### config.mk
export PLATFORM = sky130hd
export DESIGN_NAME = uart_rx_cfg
export DESIGN_NICKNAME = d
export VERILOG_FILES = /design/src/rtl/uart_pkg.sv /design/src/rtl/uart_rx_sampler.sv /design/src/rtl/uart_rx_cfg.sv
export SDC_FILE = /design/constraint.sdc
export NUM_CORES = 1
export LEC_CHECK = 0
export BUFFER_PORTS_ARGS = -buffer_cell sky130_fd_sc_hd__buf_2
export CORE_MARGIN = 10
export CORE_UTILIZATION = 40
export DETAILED_ROUTE_END_ITERATION = 16
export GPL_ROUTABILITY_DRIVEN = 0
export SLEW_MARGIN = 20
export SYNTH_ARGS = -nofsm -noshare
export SYNTH_HDL_FRONTEND = slang
export SYNTH_HIERARCHICAL = 1
export SYNTH_SLANG_ARGS = --single-unit
### constraint.sdc
create_clock -name i_Clock -period 2.25 [get_ports i_Clock]
set_input_delay 0.45 -clock i_Clock [delete_from_list [all_inputs] [get_ports i_Clock]]
set_output_delay 0.45 -clock i_Clock [all_outputs]
set_load 0.01 [all_outputs]
### src/rtl/uart_pkg.sv
// UART shared definitions: receiver state encoding and bit helpers.
// Also used by the matching transmitter.
package uart_pkg;

  typedef logic [2:0] rx_state_t;

  localparam rx_state_t WAIT_IDLE = 3'd0;
  localparam rx_state_t IDLE      = 3'd1;
  localparam rx_state_t START     = 3'd2;
  localparam rx_state_t DATA      = 3'd3;
  localparam rx_state_t PARITY    = 3'd4;
  localparam rx_state_t STOP      = 3'd5;

  localparam int MAX_DATA_BITS = 9;

  function automatic logic maj3(
    input logic a,
    input logic b,
    input logic c
  );
    return (a & b) | (a & c) | (b & c);
  endfunction

  // Error flag: data XOR received parity XOR odd-select.
  function automatic logic par_calc(
    input logic [MAX_DATA_BITS-1:0] d,
    input logic                     v,
    input logic                     odd
  );
    return (^d) ^ v ^ odd;
  endfunction

endpackage

### src/rtl/uart_rx_sampler.sv
// Line synchronizer plus 3-tap majority vote for the UART receiver.
// Taps shift on the first two strobes; the third sample is live s_rx.
module uart_rx_sampler
  import uart_pkg::*;
(
  input  logic clk,
  input  logic rst_n,
  input  logic rx_serial,
  input  logic tap,
  output logic s_rx,
  output logic vote
);

  logic sync1;
  logic sync2;
  logic [1:0] taps;

  always_ff @(posedge clk or negedge rst_n) begin
    if (!rst_n) begin
      sync1 <= 1'b1;
      sync2 <= 1'b1;
    end else begin
      sync1 <= rx_serial;
      sync2 <= sync1;
    end
  end

  always_ff @(posedge clk or negedge rst_n) begin
    if (!rst_n) begin
      taps <= 2'b11;
    end else if (tap) begin
      taps <= {taps[0], sync2};
    end
  end

  assign s_rx = sync2;
  assign vote = maj3(taps[1], taps[0], sync2);

endmodule

### src/rtl/uart_rx_cfg.sv
// Configurable UART receiver: 5..9 data bits, optional parity,
// 1 or 2 stop bits, majority-voted bits, parity/frame/break status.
module uart_rx_cfg
  import uart_pkg::*;
#(
  parameter int CLKS_PER_BIT = 87,
  parameter int DATA_BITS    = 8,
  parameter int PARITY_EN    = 0,
  parameter int PARITY_ODD   = 0,
  parameter int STOP_BITS    = 1
) (
  input  logic                 i_Clock,
  input  logic                 i_Rst_L,
  input  logic                 i_Rx_Serial,
  output logic                 o_Rx_DV,
  output logic [DATA_BITS-1:0] o_Rx_Byte,
  output logic                 o_Parity_Err,
  output logic                 o_Frame_Err,
  output logic                 o_Break,
  output logic                 o_Rx_Busy
);

  localparam int CW = $clog2(CLKS_PER_BIT);
  localparam int IW = $clog2(DATA_BITS);
  localparam int M  = (CLKS_PER_BIT - 1) / 2;

  localparam logic [CW-1:0] M_LO     = CW'(M - 1);
  localparam logic [CW-1:0] M_MID    = CW'(M);
  localparam logic [CW-1:0] M_HI     = CW'(M + 1);
  localparam logic [CW-1:0] LAST_CNT = CW'(CLKS_PER_BIT - 1);
  localparam logic [IW-1:0] LAST_IDX = IW'(DATA_BITS - 1);
  localparam logic          LAST_STP = (STOP_BITS == 2);
  localparam logic          HAS_PAR  = (PARITY_EN != 0);
  localparam logic          ODD      = (PARITY_ODD != 0);

  rx_state_t state;
  logic [CW-1:0] cnt;
  logic [IW-1:0] idx;
  logic stop_idx;
  logic [DATA_BITS-1:0] data;
  logic par_err;
  logic ferr;
  logic hi_seen;

  logic s_rx;
  logic vote;
  logic tap;
  logic at_mid;
  logic at_end;
  logic fin_err;

  assign o_Rx_Busy = (state == START) || (state == DATA) ||
                     (state == PARITY) || (state == STOP);
  assign at_mid  = (cnt == M_HI);
  assign at_end  = (cnt == LAST_CNT);
  assign tap     = o_Rx_Busy && ((cnt == M_LO) || (cnt == M_MID));
  assign fin_err = ferr | ~vote;

  uart_rx_sampler u_sampler (
    .clk       (i_Clock),
    .rst_n     (i_Rst_L),
    .rx_serial (i_Rx_Serial),
    .tap       (tap),
    .s_rx      (s_rx),
    .vote      (vote)
  );

  always_ff @(posedge i_Clock or negedge i_Rst_L) begin
    if (!i_Rst_L) begin
      state        <= WAIT_IDLE;
      cnt          <= '0;
      idx          <= '0;
      stop_idx     <= 1'b0;
      data         <= '0;
      par_err      <= 1'b0;
      ferr         <= 1'b0;
      hi_seen      <= 1'b0;
      o_Rx_DV      <= 1'b0;
      o_Rx_Byte    <= '0;
      o_Parity_Err <= 1'b0;
      o_Frame_Err  <= 1'b0;
      o_Break      <= 1'b0;
    end else begin
      o_Rx_DV <= 1'b0;
      case (state)
        WAIT_IDLE: begin
          if (!s_rx) begin
            cnt <= '0;
          end else if (at_end) begin
            cnt   <= '0;
            state <= IDLE;
          end else begin
            cnt <= cnt + 1'b1;
          end
        end
        IDLE: begin
          cnt      <= '0;
          idx      <= '0;
          stop_idx <= 1'b0;
          par_err  <= 1'b0;
          ferr     <= 1'b0;
          hi_seen  <= 1'b0;
          if (!s_rx) begin
            state <= START;
          end
        end
        START: begin
          if (at_mid && vote) begin
            cnt   <= '0;
            state <= IDLE;
          end else if (at_end) begin
            cnt   <= '0;
            idx   <= '0;
            state <= DATA;
          end else begin
            cnt <= cnt + 1'b1;
          end
        end
        DATA: begin
          cnt <= cnt + 1'b1;
          if (at_mid) begin
            data[idx] <= vote;
            hi_seen   <= hi_seen | vote;
          end
          if (at_end) begin
            cnt <= '0;
            if (idx != LAST_IDX) begin
              idx <= idx + 1'b1;
            end else if (HAS_PAR) begin
              state <= PARITY;
            end else begin
              state <= STOP;
            end
          end
        end
        PARITY: begin
          cnt <= cnt + 1'b1;
          if (at_mid) begin
            par_err <= par_calc(MAX_DATA_BITS'(data), vote, ODD);
            hi_seen <= hi_seen | vote;
          end
          if (at_end) begin
            cnt   <= '0;
            state <= STOP;
          end
        end
        STOP: begin
          cnt <= cnt + 1'b1;
          // Final stop completes at mid-bit to catch a back-to-back start.
          if (at_mid && (stop_idx == LAST_STP)) begin
            o_Rx_DV      <= 1'b1;
            o_Rx_Byte    <= data;
            o_Parity_Err <= HAS_PAR & par_err;
            o_Frame_Err  <= fin_err;
            o_Break      <= ~(hi_seen | vote);
            cnt          <= '0;
            state        <= fin_err ? WAIT_IDLE : IDLE;
          end else if (at_mid) begin
            ferr    <= fin_err;
            hi_seen <= hi_seen | vote;
          end else if (at_end) begin
            cnt      <= '0;
            stop_idx <= 1'b1;
          end
        end
        default: begin
          cnt   <= '0;
          state <= WAIT_IDLE;
        end
      endcase
    end
  end

endmodule

==> flow_summary.toml, run 1 <==
[die]
ios = 16
num_rows = 25
fp.dieH_um = 90.0
die_width_um = 90.0
core_area_um2 = 4720
initial_core_util_pct = 41.5
die_area_um2 = 8100

[sta]
worstMarginPinSlew_ns = 0.875
rsz0062_at_grt = "no"
setup_viol = 0
slew-limit-headroom_pct = 41.6
timing.final.crit_period_ns = 2.07
whs_ns = 0.261
setup_ws_ns = 0.182
fin_crit_sh_pct = 91.9
finClkSkew_ns = 0.00708
fin_setup_tns_ns = 0
timing.fmax_mhz = 484
final-max-slew-violation-count = 0
finalHoldViolations = 0

[worst_setup_path]
start_kind = "flop"
cp.required_ns = 2.42
critPathKind = "reg -> reg"
rr_worst_depth = 6
cp.arrival_ns = 2.24
critPathMaxFanout = 10
endpoint_kind = "flop"

[route]
wire_per_inst_um = 14.7
vias = 1347
finalWirelength_um = 3750
via_per_inst = 5.28
drt_iter0_drc = 124
drt_first_pass_iters = 4
drc = 0
ant_nets = 0

[yosys]
seq_area_frac_synth_pct = 50.0
synthArstFlopShare_pct = 100
synth.distinct_cells = 47
syn_area_per_cell_um2 = 11.3
synth-edff-count = 0
ys.flop_type = "dfrtp_1"
yosys_warnings = 6
synth_seq_cells = 39
syn_nets = 181
synthCells = 173
synthesis.area_um2 = 1960

[cells_and_area]
layout_common_cells = "35 x dfrtp_1, 22 x mux2_2, 15 x nor2_1"
fillers = 448
final_nets = 195
stdcell_area_um2 = 2160
diodes = 0
layout_commonest_cell = "dfrtp_1"
post_route_cells_drive_above_1_share_pct = 29.3
area_growth_pct = 10.2

[clock_network]
hold_buffers = 0
cts_resized = 0
cts_tree = "done"
cts_buffers = 5
cts.clk_slew.worst_paths_ns = 0.07
cts_setup_buffers = 0
clk_latency_ns = 0.29
cts-root-buf = "clkbuf_8"
htree_levels = 2
cts_sinks = 39
cts_buffer_depth = 2

[global_route]
grt_overflow = 0
grt_pass1_wl_um = 6630
grt_usage_pct = 9.83
antenna_found_initial = 0
grt_pass1_vias = 1365
grt_max_degree = 40

[placement]
place_area_um2 = 2080
pre_cts_ws_ns = 0.188
port_buffers = 14
dp_hpwl_um = 2710

[power_and_ir_drop]
p_per_area_nw_per_um2 = 558
seqPwrFrac_pct = 59.4
power_frac_comb_pct = 3.2
internal_power_uw = 938
p_leak_uw = 0.000971
p_switching_uw = 267
clkPwrFrac_pct = 37.3
p_sw_share_pct = 22.1
ir_drop_uv = 365

[hold_path]
min_path_type = "in -> reg"
holdPathStages = 1

[run_status]
status = "finished clean"

[job]
cap_violations = 0
worst paths after layout:
kind | start | end | slack [ns]
hold reg to reg | u_sampler/sync1 | u_sampler/s_rx | 0.36
setup reg to reg | idx[1] | idx[0] | 0.18
setup / recovery | idx[1] | idx[0] | 0.18
hold / removal | i_Rx_Serial | u_sampler/sync1 | 0.26
max in group asynchronous | i_Rst_L | state[1] | 1.42
min in group asynchronous | i_Rst_L | cnt[4] | 0.27
synthesized netlist by cell type, types with 2 or more instances:
library cell	number	area (µm²)
dfrtp_1	35	876
mux2_2	22	248
nor2_1	15	56.3
nand2_1	8	30.0
inv_1	7	26.3
a21oi_1	6	30.0
o21ai_0	6	30.0
ha_1	5	62.6
nand3_1	5	25.0
and2_1	4	25.0
dfstp_2	4	105
buf_2	3	15.0
clkbuf_1	3	11.3
nand3b_1	3	22.5
nand4_1	3	18.8
nor2b_1	3	18.8
nor3_1	3	15.0
xnor2_1	3	26.3
and4bb_2	2	25.0
nand2b_1	2	12.5
nor3b_1	2	15.0
o211ai_1	2	15.0
o22a_1	2	17.5
xor2_1	2	17.5
power groups by stage:
stage,Clock (µW),Combinational [µW],Sequential [µW]
floorplan,0,20.8,727
global placement,0,38.4,729
detailed placement,0,40.4,729
CTS,465,40.5,716
global route,500,45.0,717
finish,450,39.1,716
routing by layer:
metal | global-route usage (%) | vias to the layer above | part of all wire (%)
met5 | 0 | - | 0
met4 | 3.98 | 0 | 1.1
met3 | 3.16 | 6 | 5.1
met2 | 15.4 | 43 | 50
met1 | 12.2 | 654 | 44
li1 | - | 644 | -
critical path, cell delays in order, from the launching register on:
cell	delay [ns]
dfrtp_1	0.48
ha_1	0.23
ha_1	0.21
a21boi_0	0.22
nand4_1	0.12
a21oi_1	0.31
mux2_2	0.38
area by class of cell:
type | count | area, µm² | area share [%]
inverter | 7 | 26.3 | 1.22
clock inverter | 1 | 7.51 | 0.347
clock buffer | 7 | 76.3 | 3.53
tap | 67 | 83.8 | 3.88
multi-input combinational | 119 | 908 | 42.0
timing repair buffer | 15 | 77.6 | 3.59
sequential | 39 | 981 | 45.4
flip-flops by register name, summed over array words and instances, names as in the netlist, 2 cells and up:
signal          count
cnt                 7
data                8
idx                 3
o_Rx_Byte           8
state               3
u_sampler/taps      2
through the flow:
stage	utilization [%]	instances	total power (µW)
final	45.7	255	1210
after global routing	45.7	255	1260
after CTS	45.7	255	1220
after detailed placement	44.0	247	770
after global placement	44.0	247	767
after floorplan	-	173	748
cells by family (layout without fill, tap and decap cells):
logic type | count (synthesis) | after routing | share of synthesized area [%]
flops | 39 | 39 | 50.0
other cells | 1 | 1 | 0.191
compound gates | 25 | 25 | 9.06
fa+ha+maj | 6 | 6 | 3.77
xor+xnor | 5 | 5 | 2.23
buf+inv | 15 | 30 | 3.64
mux | 23 | 23 | 13.1
simple gates | 59 | 59 | 17.9
(Power assumes the default switching activity.)
==> run 2, diff against run 1 <==
ABC_AREA = 1   (was default)
==> run 2 against run 1 <==
- register-to-register slack better by 0.28 ns
- critical endpoint is now o_Rx_Busy
- synthesized cell count up 56%
- worst setup slack gained 0.10 ns
- clock power increased by 30%
- largest cell class is now multi-input combinational cells
- highest routed layer unchanged
- critical path depth shrank 2
- global-route usage rose by 0.59 points
- final area is 11% higher
==> flow_summary.toml, run 2 <==
[route]
wire_per_inst_um = 12.0
finalWirelength_um = 4300
ant_nets = 0
drt_iter0_drc = 84
via_per_inst = 4.79
vias = 1720
drc = 0
drt_first_pass_iters = 4

[yosys]
synth_top_area_share_pct = 40.5
yosysTopAreaCell = "dfrtp_1"
ys.flop_type = "dfrtp_1"
synth_seq_cells = 39
synth_mux_area_share_pct = 0
synth-edff-count = 0
synthSimpleGateAreaFrac_pct = 33.5
syn_nets = 278
synthArstFlopShare_pct = 100
syn_area_per_cell_um2 = 8.02
yosys-top-cells-area = "dfrtp_1 40%, nand2_1 13%, nand3_1 6.0%, inv_1 5.7%, dfstp_2 4.9%"
synth_common_cells = "75 x nand2_1, 35 x dfrtp_1, 33 x inv_1"
synthesis.area_um2 = 2160
synth-xor-area-share_pct = 0.405
seq_area_frac_synth_pct = 45.3
synth.distinct_cells = 35
synthCells = 270
synth.most_common_cell = "nand2_1"
synth_top_family_by_area = "simple AND/OR/NAND/NOR gates"
yosys_warnings = 6
synth_compound_area_share_pct = 9.48
synthAdderAreaFrac_pct = 2.89

[worst_setup_path]
cp.required_ns = 1.80
cp-startpoint = "state[1]"
critPathMaxFanout = 7
reg2reg_slack_ns = 0.46
critPathKind = "reg -> out"
rr_worst_depth = 7
start_kind = "flop"
timing.rr.start = "u_sampler/s_rx"
cp.arrival_ns = 1.52
endpoint_kind = "primary output"
timing.rr.end = "state[0]"

[sta]
timing.fmax_mhz = 508
rsz0062_at_grt = "no"
fin_crit_sh_pct = 87.4
finalHoldViolations = 0
finClkSkew_ns = 0.00370
fin_setup_tns_ns = 0
timing.final.crit_period_ns = 1.97
setup_viol = 0
setup_ws_ns = 0.283
final-max-slew-violation-count = 0

[clock_network]
cts.clk_slew.worst_paths_ns = 0.08
cts_setup_buffers = 0
cts_buffers = 5
hold_buffers = 0
htree_levels = 2
cts-root-buf = "clkbuf_8"
cts_sinks = 39
cts_tree = "done"
clk_latency_ns = 0.29
cts_resized = 0
cts_buffer_depth = 2

[die]
num_rows = 26
fp.dieH_um = 93.6
die_width_um = 93.6
ios = 16
core_area_um2 = 5170
die_area_um2 = 8750
initial_core_util_pct = 41.8

[global_route]
grt_usage_pct = 10.4
grt_max_degree = 23
antenna_found_initial = 0
grt_pass1_vias = 1607
grt_overflow = 0
grt_pass1_wl_um = 7500

[power_and_ir_drop]
ir_drop_uv = 190
p_leak_uw = 0.00127
p_per_area_nw_per_um2 = 559

[placement]
port_buffers = 14
dp_hpwl_um = 3210
pre_cts_ws_ns = 0.465

[cells_and_area]
final_nets = 296
post_route_cells_drive_above_1_share_pct = 19.4
layout_commonest_cell = "nand2_1"
largestRegisters = "data x8, o_Rx_Byte x8, cnt x7"
layout_common_cells = "75 x nand2_1, 35 x dfrtp_1, 33 x inv_1"
area_growth_pct = 11.3
fillers = 511
diodes = 0

[run_status]
status = "finished clean"

[job]
cap_violations = 0

[hold_path]
min_path_type = "in -> async"
## run 2: cell count changes after synthesis, sizes merged, moves of 14 or more
| cell | change |
|---|---|
| inv | +30 |
| nand3 | +26 |
| nand2 | +70 |
| nor2 | +16 |
| o21ai | +14 |
| mux2 | -22 |
## run 2: cells by family after synthesis
logic type | after synthesis
AND/OR/NAND/NOR | 151
adder cells (fa/ha/maj) | 5
buffers and inverters | 41
XOR/XNOR | 1
other | 1
flip-flops | 39
AO/OA/AOI/OAI | 32
## run 2: cell type report
type,instances,area (µm²),share of cell area [%]
multi-input cells,190,1010,41.8
inverters,37,144,5.97
well taps,70,87.6,3.64
flip-flops and latches,39,981,40.7
clock inverters,3,43.8,1.82
repair buffers,15,77.6,3.22
clock buffers,5,68.8,2.86
## run 2: how the worst max path moves through the flow
stage,end,slack [ns],cells after the start
global placement,state[0],0.45,7
global route,o_Rx_Busy,0.19,4
detailed placement,state[0],0.46,7
finish,o_Rx_Busy,0.28,4
floorplan,state[0],0.71,7
CTS,o_Rx_Busy,0.29,4
## run 2: metrics by stage
stage                     total power [µW]  util, %  hold WS, ns  std cells  instance area [µm²]
final                                 1350     46.6       0.0778        359                 2410
after floorplan                        756        -        0.154        270                 2160
after detailed placement               777     44.4        0.348        351                 2300
after CTS                             1370     46.6       0.0889        359                 2410
after global placement                 776     44.4        0.346        351                 2300
after global routing                  1410     46.6       0.0982        359                 2410
## run 2: report_power, final
| group | internal (µW) | switching, µW | total, µW |
|---|---|---|---|
| combinational | 15.2 | 29.6 | 44.8 |
| sequential | 708 | 8.41 | 716 |
| clock | 330 | 255 | 585 |
| total | 1050 | 293 | 1350 |
## run 2: routing by layer
layer	part of all wire, %	GRT usage (%)	vias to the layer above	routed length, µm
met5	0	0	-	0
met4	1.5	4.05	0	63
met3	5.5	3.12	7	237
met2	46	17.0	31	1990
met1	47	12.6	787	2010
li1	-	-	895	-
## run 2: critical path, stage by stage (launching register included)
cell     delay, ns
dfrtp_1       0.51
nor2_2        0.32
nand2_2       0.11
nand3_1       0.14
buf_2         0.15
==> run 3, diff against run 2 <==
SYNTH_HIERARCHICAL = default   (was 1)
==> run 3 against run 2 <==
- utilization shrank 0.24 points
- worst setup slack gained 0.0092 ns
- final area shrank 3.0%
- clock skew grew 0.0037 ns
- sequential share of layout area grew 1.3 points
- combinational power shrank 3%
- critical path depth is the same
==> flow_summary.toml, run 3 <==
[run_status]
status = "finished clean"

[cells_and_area]
final_nets = 290
diodes = 0
largestRegisters = "data x8, o_Rx_Byte x8, cnt x7"
area_growth_pct = 13.2
layout_common_cells = "73 x nand2_1, 35 x dfrtp_1, 29 x inv_1"
final_cells = 353
layout_commonest_cell = "nand2_1"
post_route_cells_drive_above_1_share_pct = 17.3
fillers = 506

[die]
die_width_um = 91.8
die_area_um2 = 8430
ios = 16
initial_core_util_pct = 40.9
fp.dieH_um = 91.8
num_rows = 26
core_area_um2 = 5040

[placement]
dp_hpwl_um = 3490
dp_cells = 345
pre_cts_ws_ns = 0.438
port_buffers = 14

[power_and_ir_drop]
power_uw = 1350
p_per_area_nw_per_um2 = 577
p_leak_uw = 0.00122
ir_drop_uv = 287

[global_route]
grt_pass1_vias = 1674
grt_usage_pct = 11.4
antenna_found_initial = 0
grt_overflow = 0
grt_pass1_wl_um = 7850
grt_max_degree = 20

[route]
routed.top_layer = "met4"
finalWirelength_um = 4560
drt_first_pass_iters = 4
vias = 1662
ant_nets = 0
wl_met2_um = 2180
met1_length_um = 2150
drc = 0
dr_wl_met3_um = 162
wire_per_inst_um = 12.9
drt_iter0_drc = 70
via_per_inst = 4.71

[sta]
finClkSkew_ns = 0.00742
finalHoldViolations = 0
rsz0062_at_grt = "no"
setup_viol = 0
timing.final.crit_period_ns = 1.96
fin_crit_sh_pct = 87.0
timing.fmax_mhz = 511
fin_setup_tns_ns = 0
final-max-slew-violation-count = 0
setup_ws_ns = 0.292

[yosys]
ys.flop_type = "dfrtp_1"
yosysTopAreaCell = "dfrtp_1"
synth-xor-area-share_pct = 1.27
synth.most_common_cell = "nand2_1"
synth_common_cells = "73 x nand2_1, 35 x dfrtp_1, 29 x inv_1"
synthAdderAreaFrac_pct = 3.03
synth-edff-count = 0
synth.distinct_cells = 30
synth_top_family_by_area = "simple AND/OR/NAND/NOR gates"
synth_top_area_share_pct = 42.4
synthesis.area_um2 = 2060
yosys_warnings = 0
synthArstFlopShare_pct = 100
seq_area_frac_synth_pct = 47.5
synth_mux_area_share_pct = 0
synth_seq_cells = 39
syn_area_per_cell_um2 = 7.91
synth_compound_area_share_pct = 11.0
synthSimpleGateAreaFrac_pct = 29.7
synthCells = 261
yosys-top-cells-area = "dfrtp_1 42%, nand2_1 13%, nand3_1 5.3%, inv_1 5.3%, dfstp_2 5.1%"
syn_nets = 269

[clock_network]
clk_latency_ns = 0.30
cts_tree = "done"
cts.clk_slew.worst_paths_ns = 0.08
htree_levels = 2
cts_buffers = 5
cts_resized = 0
cts_sinks = 39
cts_buffer_depth = 2
hold_buffers = 0
cts_setup_buffers = 0
cts-root-buf = "clkbuf_8"

[hold_path]
min_path_type = "in -> async"

[worst_setup_path]
critPathMaxFanout = 7
critPathKind = "reg -> out"
endpoint_kind = "primary output"
cp.required_ns = 1.80
start_kind = "flop"
rr_worst_depth = 9
cp.arrival_ns = 1.51

[job]
cap_violations = 0
run 3: changes by cell type in the layout (fill, tap and decap cells not counted), moves of 4 or more:
| cell | previous run | this run |
|---|---|---|
| inv_1 | 33 | 29 |
| nand3_1 | 26 | 22 |
| o21ai_0 | 7 | 12 |
| o21ai_2 | 5 | 1 |
run 3: final timing paths:
check	start	endpoint	slack, ns
hold / removal	i_Rst_L	o_Break	0.1
max in group asynchronous	i_Rst_L	u_sampler.taps[0]	1.56
setup / recovery	state[1]	o_Rx_Busy	0.29
setup reg to reg	cnt[0]	state[0]	0.42
min in group i_Clock	i_Rx_Serial	u_sampler.sync1	0.25
hold reg to reg	u_sampler.sync1	u_sampler.s_rx	0.36
run 3: cells by family (layout without fill, tap and decap cells):
kind of cell / after synthesis / count (layout)
buffers and inverters: 38 / 60
other: 1 / 1
adders and majority gates: 5 / 5
AOI/OAI and AO/OA: 39 / 39
and+or+nand+nor: 136 / 136
xor gates and xnor gates: 3 / 3
DFF: 39 / 39
run 3: area by class of cell:
class	count	area, µm²	share of cell area, %
Sequential cell	39	981	42.0
Multi-Input combinational cell	184	931	39.9
Inverter	35	131	5.62
Timing Repair Buffer	17	92.6	3.96
Tap cell	70	87.6	3.75
Clock buffer	5	68.8	2.95
Clock inverter	3	43.8	1.87
run 3: where the power goes:
group	internal [µW]	switching, µW	total (µW)
Sequential	708	7.03	715
Combinational	13.6	29.8	43.4
Clock	330	259	589
run 3: metrics by stage:
step                instance area (µm²)  utilization, %  hold slack, ns
detailed placement                 2220            44.1           0.347
finish                             2340            46.3          0.0959
global route                       2340            46.3           0.125
CTS                                2340            46.3           0.104
floorplan                          2060               -           0.154
global placement                   2220            44.1           0.347
run 3: per-layer routing:
metal  vias to the layer above  global-route usage, %
met3                         6                   3.42
met2                        14                   18.3
met5                         -                      0
met4                         0                   3.86
li1                        873                      -
met1                       769                   14.3
run 3: worst max-delay path, cell delays in order, from the launching register on:
cell and delay (ns):
dfrtp_1 0.49, nor2_2 0.29, nand2_1 0.13, nand3_1 0.15, buf_2 0.15
